## config.mk

```make
export PLATFORM = sky130hd
export DESIGN_NAME = q_proj_drain_flat
export DESIGN_NICKNAME = d
export VERILOG_FILES = /design/src/rtl/q_proj_drain_if.sv /design/src/rtl/q_proj_drain.sv /design/src/flat_wrapper.sv
export SDC_FILE = /design/constraint.sdc
export NUM_CORES = 1
export LEC_CHECK = 0
export BUFFER_PORTS_ARGS = -buffer_cell sky130_fd_sc_hd__buf_2
export CORE_ASPECT_RATIO = 1.75
export CORE_MARGIN = 3
export CORE_UTILIZATION = 56
export CTS_CLUSTER_SIZE = 25
export DETAILED_ROUTE_END_ITERATION = 8
export PLACE_DENSITY = 0.92
export SYNTH_ARGS = -nofsm -noshare
export SYNTH_HDL_FRONTEND = slang
export SYNTH_SLANG_ARGS = --single-unit
```

## constraint.sdc

```tcl
create_clock -name clk -period 3.1 [get_ports clk]
set_input_delay 0.155 -clock clk [delete_from_list [all_inputs] [get_ports clk]]
set_output_delay 0.155 -clock clk [all_outputs]
set_load 0.01 [all_outputs]
```

## src/rtl/q_proj_drain_if.sv

```systemverilog
// ---------------------------------------------------------------------------
// q_proj_drain_if
// Valid/ready stream carrying Q-projection words out of the drain.
//   m_data   word being offered
//   m_valid  m_data holds a word
//   m_ready  consumer accepts the word this cycle
//   m_last   the offered word is the final word of the run
// Modports: master = drain side, slave = consumer side.
// ---------------------------------------------------------------------------
interface q_proj_drain_if #(
    parameter int DATA_W = 128
) ();
    logic [DATA_W-1:0] m_data;
    logic              m_valid;
    logic              m_ready;
    logic              m_last;

    modport master (output m_data, output m_valid, output m_last, input m_ready);
    modport slave  (input m_data, input m_valid, input m_last, output m_ready);
endinterface

```

## src/rtl/q_proj_drain.sv

```systemverilog
// ---------------------------------------------------------------------------
// q_proj_drain
// Reads a contiguous (wrapping) run of words from the Q-projection SRAM and
// streams them out in address order. The 1-cycle SRAM latency is hidden by a
// 2-entry skid FIFO whose input stage is the SRAM return itself, so a word
// coming back on MEM_DOUT is presented immediately and is only registered
// when it cannot leave in the same cycle.
// Ports:
//   clk, rst               clock, asynchronous active-low reset
//   start                  pulse, accepted only while idle
//   base_addr, num_words   run description, captured on an accepted start
//   busy, done             run in progress / 1-cycle completion pulse
//   MEM_CEB, MEM_WEN       SRAM controls (active-low), write never enabled
//   MEM_ADDR, MEM_DOUT     SRAM read address / read data
//   m                      output stream (q_proj_drain_if master)
// ---------------------------------------------------------------------------
module q_proj_drain #(
    parameter int DATA_W = 128,
    parameter int ADDR_W = 7
) (
    input  logic              clk,
    input  logic              rst,
    input  logic              start,
    input  logic [ADDR_W-1:0] base_addr,
    input  logic [ADDR_W:0]   num_words,
    output logic              busy,
    output logic              done,
    output logic              MEM_CEB,
    output logic              MEM_WEN,
    output logic [ADDR_W-1:0] MEM_ADDR,
    input  logic [DATA_W-1:0] MEM_DOUT,
    q_proj_drain_if.master    m
);

    typedef enum logic [1:0] {IDLE, RUN, DONE} state_t;

    localparam logic [ADDR_W:0] ONE = 1;

    state_t              state, state_nxt;
    logic [ADDR_W-1:0]   base_q;
    logic [ADDR_W:0]     num_q;
    logic [ADDR_W:0]     rd_cnt;
    logic [ADDR_W:0]     out_cnt;
    logic                rd_pend;
    logic [1:0]          fifo_cnt;
    logic [DATA_W-1:0]   slot0, slot1;

    logic                valid_w, pop, issue, last_w;
    logic [2:0]          occ_next;

    // Handshake, credit check and SRAM/stream outputs. A returning read
    // (rd_pend) counts as occupancy, so at most two words are ever either
    // in flight or buffered.
    always_comb begin
        valid_w  = (fifo_cnt != 2'd0) || rd_pend;
        pop      = valid_w && m.m_ready;
        occ_next = {1'b0, fifo_cnt} + {2'b00, rd_pend} - {2'b00, pop};
        issue    = (state == RUN) && (rd_cnt < num_q) && (occ_next < 3'd2);
        last_w   = valid_w && (out_cnt == num_q - ONE);

        MEM_CEB  = !issue;
        MEM_WEN  = 1'b1;
        MEM_ADDR = issue ? (base_q + rd_cnt[ADDR_W-1:0]) : '0;

        m.m_valid = valid_w;
        m.m_last  = last_w;
        if (fifo_cnt != 2'd0)
            m.m_data = slot0;
        else if (rd_pend)
            m.m_data = MEM_DOUT;
        else
            m.m_data = '0;

        busy = (state == RUN);
        done = (state == DONE);
    end

    // Next-state logic for the run sequencer.
    always_comb begin
        state_nxt = state;
        case (state)
            IDLE: if (start) state_nxt = (num_words == '0) ? DONE : RUN;
            RUN:  if (pop && last_w) state_nxt = DONE;
            DONE: state_nxt = IDLE;
            default: state_nxt = IDLE;
        endcase
    end

    // State register, run counters and the skid buffer. When a word returns
    // while the buffer is empty and is accepted at once, nothing is stored.
    always_ff @(posedge clk or negedge rst) begin
        if (!rst) begin
            state    <= IDLE;
            base_q   <= '0;
            num_q    <= '0;
            rd_cnt   <= '0;
            out_cnt  <= '0;
            rd_pend  <= 1'b0;
            fifo_cnt <= 2'd0;
            slot0    <= '0;
            slot1    <= '0;
        end else begin
            state   <= state_nxt;
            rd_pend <= issue;

            if (state == IDLE && start) begin
                base_q  <= base_addr;
                num_q   <= num_words;
                rd_cnt  <= '0;
                out_cnt <= '0;
            end else begin
                if (issue) rd_cnt  <= rd_cnt + ONE;
                if (pop)   out_cnt <= out_cnt + ONE;
            end

            if (rd_pend && !pop) begin
                if (fifo_cnt == 2'd0) slot0 <= MEM_DOUT;
                else                  slot1 <= MEM_DOUT;
                fifo_cnt <= fifo_cnt + 2'd1;
            end else if (!rd_pend && pop) begin
                slot0    <= slot1;
                fifo_cnt <= fifo_cnt - 2'd1;
            end else if (rd_pend && pop) begin
                if (fifo_cnt == 2'd1) begin
                    slot0 <= MEM_DOUT;
                end else if (fifo_cnt == 2'd2) begin
                    slot0 <= slot1;
                    slot1 <= MEM_DOUT;
                end
            end
        end
    end

    // The credit rule must keep a returning word from ever finding both
    // slots occupied with nothing leaving.
    a_no_overflow: assert property (@(posedge clk) disable iff (!rst)
        !(rd_pend && !pop && fifo_cnt == 2'd2));

endmodule
```

## src/flat_wrapper.sv

```systemverilog
// flat-port wrapper written by rule: the top's interface ports become plain ports
module q_proj_drain_flat 
#(
    parameter int DATA_W = 128,
    parameter int ADDR_W = 7
)
  (clk, rst, start, base_addr, num_words, busy, done, MEM_CEB, MEM_WEN, MEM_ADDR, MEM_DOUT, m_m_data, m_m_valid, m_m_last, m_m_ready);
  q_proj_drain_if #(.DATA_W(DATA_W)) m_i ();
  input  logic clk;
  input  logic rst;
  input  logic start;
  input  logic [ADDR_W-1:0] base_addr;
  input  logic [ADDR_W:0] num_words;
  output logic busy;
  output logic done;
  output logic MEM_CEB;
  output logic MEM_WEN;
  output logic [ADDR_W-1:0] MEM_ADDR;
  input  logic [DATA_W-1:0] MEM_DOUT;
  output wire logic [$bits(m_i.m_data)-1:0] m_m_data;
  output wire logic [$bits(m_i.m_valid)-1:0] m_m_valid;
  output wire logic [$bits(m_i.m_last)-1:0] m_m_last;
  input wire logic [$bits(m_i.m_ready)-1:0] m_m_ready;
  assign m_m_data = m_i.m_data;
  assign m_m_valid = m_i.m_valid;
  assign m_m_last = m_i.m_last;
  assign m_i.m_ready = m_m_ready;
  q_proj_drain #(.DATA_W(DATA_W), .ADDR_W(ADDR_W)) u_core (.clk(clk), .rst(rst), .start(start), .base_addr(base_addr), .num_words(num_words), .busy(busy), .done(done), .MEM_CEB(MEM_CEB), .MEM_WEN(MEM_WEN), .MEM_ADDR(MEM_ADDR), .MEM_DOUT(MEM_DOUT), .m(m_i));
endmodule
```

== Word-level counts from Yosys, hierarchy flattened ==
Cells that the tools add are included.

* Register bits after elaboration: 292
* Latch bits: 0
* Memory bits (writable): 0
* ROM bits: 0
* Bits of input ports: 147
* Output and inout port bits: 141
* Logic and storage cells: 82
* Memories: 0

* $add $sub $neg: 8
* $mul: 0
* Divide/modulo/power cells: 0
* Magnitude comparators: 2
* Eq/ne operators: 11
* Shift operators: 0
* Mux-type cells: 25
* Bitwise operators: 0
* Reductions and logical operators: 27

{| class="wikitable"
|+ Operator list
! operator !! count
|-
| 2-to-1 mux 128 bit || 14
|-
| 2-to-1 mux 8 bit || 4
|-
| adder 8 x 1 -> 8 bit (second input constant) || 2
|-
| nonzero test 2 bit || 6
|-
| 2-to-1 mux 2 bit || 5
|-
| logical AND 1 bit || 9
|-
| equality test 8 bit || 1
|-
| logical NOT 8 bit || 1
|-
| < comparator 8 bit || 1
|-
| subtractor 8 x 1 -> 8 bit (second input constant) || 1
|-
| adder 7 bit || 1
|-
| 2-to-1 mux 7 bit || 1
|-
| != test 2 x 1 -> 1 bit (second input constant) || 3
|-
| != test 2 bit (second input constant) || 3
|-
| AND reduction 5 bit || 1
|-
| equality test 2 x 1 -> 1 bit (second input constant) || 2
|-
| equality test 2 bit (second input constant) || 2
|-
| logical NOT 2 bit || 2
|-
| case mux 2 bit (2 select lines) || 1
|-
| nonzero test 4 bit || 1
|-
| adder 2 x 1 -> 3 bit || 1
|-
| logical NOT 1 bit || 3
|-
| < comparator 3 x 2 -> 1 bit (second input constant) || 1
|-
| AND reduction 3 bit || 1
|-
| 6 further kinds || 6
|}

== Logic depth before layout (Yosys ltp) ==
* Word-level depth: 8
* Mapped depth: 14
* Mapped depth without buffers: 12

== Worst setup path after synthesis ==
Ideal clock, no wire load.

* Kind: reg2out
* Start: register u_core.fifo_cnt[1]
* End: output port MEM_ADDR[2]
* Arrival time: 2.793 ns
* Data required time: 2.945 ns
* Slack: 0.152 ns
* Cell stages (with the launch flop): 14
* Path buffers: 2
* Cell sequence: dfrtp_1 inv_1 ha_1 nand2b_1 nor2_1 a21oi_1 nand2b_1 fa_1 xor2_1 a2111oi_2 o31ai_1 buf_2 buf_6 nor2_1

* Longest elaborated chain between the ends: 7
* Elaborated cells on any way between the ends: 8
* Those cells by class: add/sub (2); order compare (1); mux (1); reduce/logical (4)

{| class="wikitable"
|+ RTL lines
! what !! RTL line !! RTL
|-
| start, declared || q_proj_drain.sv:45 || <nowiki>logic [1:0] fifo_cnt;</nowiki>
|-
| start signal, assigned || q_proj_drain.sv:119 || <nowiki>fifo_cnt <= fifo_cnt + 2'd1;</nowiki>
|-
| start signal, assigned || q_proj_drain.sv:122 || <nowiki>fifo_cnt <= fifo_cnt - 2'd1;</nowiki>
|-
| branches (longest 3 deep; another with adder 2 x 1 -> 3 bit) || - ||
|-
| subtractor 3 x 1 -> 3 bit * || q_proj_drain.sv:57 || <nowiki>occ_next = {1'b0, fifo_cnt} + {2'b00, rd_pend} - {2'b00, pop};</nowiki>
|-
| < comparator 3 x 2 -> 1 bit * || q_proj_drain.sv:58 || <nowiki>issue = (state == RUN) && (rd_cnt < num_q) && (occ_next < 3'd2);</nowiki>
|-
| logical AND 1 bit * || q_proj_drain.sv:58 ||
|-
| 2-to-1 mux 7 bit * || q_proj_drain.sv:63 || <nowiki>MEM_ADDR = issue ? (base_q + rd_cnt[ADDR_W-1:0]) : '0;</nowiki>
|-
| end, declared || flat_wrapper.sv:18 || <nowiki>output logic [ADDR_W-1:0] MEM_ADDR;</nowiki>
|}

Mark *: on every way between the ends.

== Final worst setup path ==
* Start: register u_core.fifo_cnt[1]
* End: output port MEM_ADDR[3]

Same word-level chain as after synthesis.

==> run metrics <==
clock share of power=15.5%; worst path arrival time=3.18 ns; setup violators final=8; most numerous cell in the Yosys netlist=dfrtp_1; fmax=0.300 GHz; Root Buffer Master=clkbuf_16; Layout area overhead=29.7%; fin nets=2079; Internal=12400 uW; worst rel slew slack=41.5%; wire per inst=21.0 um; Remaining DRCs=0; max-cap violations=0; part of the power in registers=32.7%; prevailing post-synth register cell=dfrtp_1; CP Launch Type=flop; CTS tree=built; Sw Pwr=9370 uW; Mapped Cells=1509; start point of the critical path=u_core.fifo_cnt[1]; Area contributors post-synth=dfrtp_1 (50%), mux2_2 (9.9%), mux2i_1 (8.8%), a21oi_1 (5.1%), o21ai_0 (5.1%); Die Wd=128 um; CP Class=flop to output pin; Syn. warnings=0; Total GRT Usage=32.5%; Crit path required time=2.94 ns; Critical-path top delay cell=dfrtp_1; H-tree Lvls=1; Util after Layout=74.3%; initial antenna violation count=1; Die ar.=28200 um^2; Post-synth EDFFs=0; async set or reset register ratio after synthesis=100%; Top Ports=288; #FFs+latches synth=292; Vias/cell=6.04; core area=25500 um^2; largest net degree at the start of global routing=133; PnR worst setup slack=-0.239 ns; Die Ht=~220 um; Longest Clk Path Bufs=3; Synth area leader=dfrtp_1; CP max stage delay=0.40 ns; worst r2r src=u_core.fifo_cnt[1]; top cells by count, synth=dfrtp_1 (292), nand2_1 (171), a21oi_1 (148), o21ai_0 (148), inv_1 (146); gpl congestion=0.851; antenna viol nets, final=0; run status=finished, violations left; Least-Margin Pin Slew=0.878 ns; share of cells above drive strength 1=27.2%; grt total ovfl=0; delay-heaviest family, CP=compound AO/OA/AOI/OAI gates; Synth cell types=40; RSZ-0062 raised after global routing=yes; top cell type's share of synthesized area=50.0%; worst min-delay path class=primary input to async pin; Fin. Hold Viols=0; initial core utilization=57.3%; drt first-iter violations=1171; vias in the first global route=14137; sequential share of the synthesized area=50.0%; I/O Buffers=286; reg-to-reg setup timing slack=0.02 ns; switching part of the total=43.1%; violated checks=negative setup slack; via count=13567; Worst-Skew Late Latency=0.54 ns; CP endpoint kind=output pin; Pleak=between 0.009 and 0.01 uW; Clock Skew=0.0220 ns; Post-Syn Area=14600 um^2; final max-slew violation count=0; WP buf/inv=3; final wirelength=between 40000 and 50000 um; Final Cycle Share=108%; crit path max fanout=8; Comb pwr share=51.8%; Worst Reg-to-Reg Cells=13; Max VDD drop=1.06 mV; first drt pass iteration count=5; row count=77; Synthesized Nets=1677; CTS clk-pin slew, worst paths=~0.07 ns; global-route wire length before repair=73100 um; Pwr per Cell Area=1150 nW/um^2; Placement Setup Slack=-0.0851 ns; worst r2r dst=u_core.rd_cnt[6]; cells along the critical path=inv_2 > ha_4 > nand2b_4 > nor2_4 > a21oi_2 > nand2b_4 > fa_2 > xor2_2 > a2111oi_4 > o31ai_4 > buf_6 > nor2_2 > buf_2; HPWL Detailed=between 20000 and 25000 um; cts bufs inserted=27; critical path's most frequent cell=nand2b_4; mean area per synthesized cell=9.69 um^2; clock sinks=292; Tmin final=3.34 ns
-- worst register-to-register path, cell delays in order, from the launching register on --
cell	delay (ns)
dfrtp_1	0.40
inv_2	0.07
ha_4	0.16
nand2b_4	0.15
nor2_4	0.10
a21oi_2	0.06
nand2b_4	0.17
fa_2	0.37
xor2_2	0.17
a2111oi_4	0.36
o31ai_4	0.20
buf_4	0.21
or3_1	0.40
a21oi_1	0.17
-- worst max path at each step --
| stage | cells after the start | slack, ns | endpoint |
|---|---|---|---|
| after global routing | 13 | -0.31 | MEM_ADDR[3] |
| after CTS | 13 | -0.14 | MEM_ADDR[5] |
| final | 13 | -0.24 | MEM_ADDR[3] |
| after detailed placement | 13 | -0.09 | u_core.rd_cnt[2] |
| after global placement | 12 | 0.15 | u_core.rd_cnt[6] |
| after floorplan | 13 | 0.15 | MEM_ADDR[2] |
-- registers in the layout, summed over array words and instances, names as in the netlist --
register	count
u_core.slot0	128
u_core.state	2
u_core.base_q	7
u_core.num_q	8
u_core.out_cnt	8
u_core.slot1	128
u_core.fifo_cnt	2
u_core.rd_cnt	8
u_core.rd_pend	1
-- cells by family after synthesis --
| family | count (synthesis) | synth area share (%) |
|---|---|---|
| simple gates | 358 | 9.89 |
| fa+ha+maj | 21 | 1.90 |
| mux | 257 | 18.7 |
| xor+xnor | 22 | 1.32 |
| compound gates | 316 | 11.3 |
| other cells | 1 | 0.0256 |
| buf+inv | 242 | 6.88 |
| flops | 292 | 50.0 |
-- layout make-up --
class                           count  area (um^2)
Antenna cell                        1         2.50
Sequential cell                   292         7310
Clock buffer                       37          783
Multi-Input combinational cell    975         6450
Timing Repair Buffer              469         3380
Clock inverter                     12          101
Inverter                          146          548
Tap cell                          316          395
Fill cell                        1405         6560
-- stage by stage --
stage | cell area [um^2] | cells | power (uW) | hold slack [ns] | TNS (ns)
4_1_cts | 18900 | 2241 | 20700 | 0.139 | -0.882
6_report | 19000 | 2248 | 21700 | 0.220 | -1.56
3_5_place_dp | 16400 | 2041 | 16800 | 0.199 | -0.126
3_3_place_gp | 16400 | 2041 | 16200 | 0.190 | 0
5_1_grt | 19000 | 2248 | 23000 | 0.246 | -3.58
2_1_floorplan | 14600 | 1509 | 13600 | -0.141 | 0
-- per-layer routing --
| layer | vias up | wire, um | GRT usage, % |
|---|---|---|---|
| met4 | 0 | 3670 | 20.9 |
| li1 | 5834 | - | - |
| met1 | 6499 | 15400 | 35.1 |
| met2 | 913 | 24800 | 58.4 |
| met5 | - | 0 | 0 |
| met3 | 321 | 3370 | 4.75 |
-- power by group through the flow --
stage	sequential, uW	combinational [uW]	clock (uW)
final	7120	11300	3370
after global routing	7250	12200	3570
after CTS	6890	10400	3380
after detailed placement	6940	9870	0
after global placement	6770	9430	0
after floorplan	6570	7000	0
-- placed cells by master, fill, tap and decap left out, types with 10 or more instances in the layout --
cell type	n
mux2i_1	128
dlygate4sd3_1	144
nor2_1	137
o21ai_0	148
xor2_1	11
clkbuf_16	27
ha_1	18
dfrtp_1	292
buf_4	23
buf_12	13
a21oi_1	146
xnor2_1	10
buf_2	280
mux2_2	129
inv_1	143
nand2_1	170
-- repair_timing --
action / CTS / global route
pin swaps: 9 / 5
hold endpoints to repair: 343 / 0
gates resized for setup: 19 / 12
buffers inserted: 7 / 6
hold buffers: 144 / 0
endpoints found under the setup margin: 142 / 97
Power figures use the tool's default switching activity.
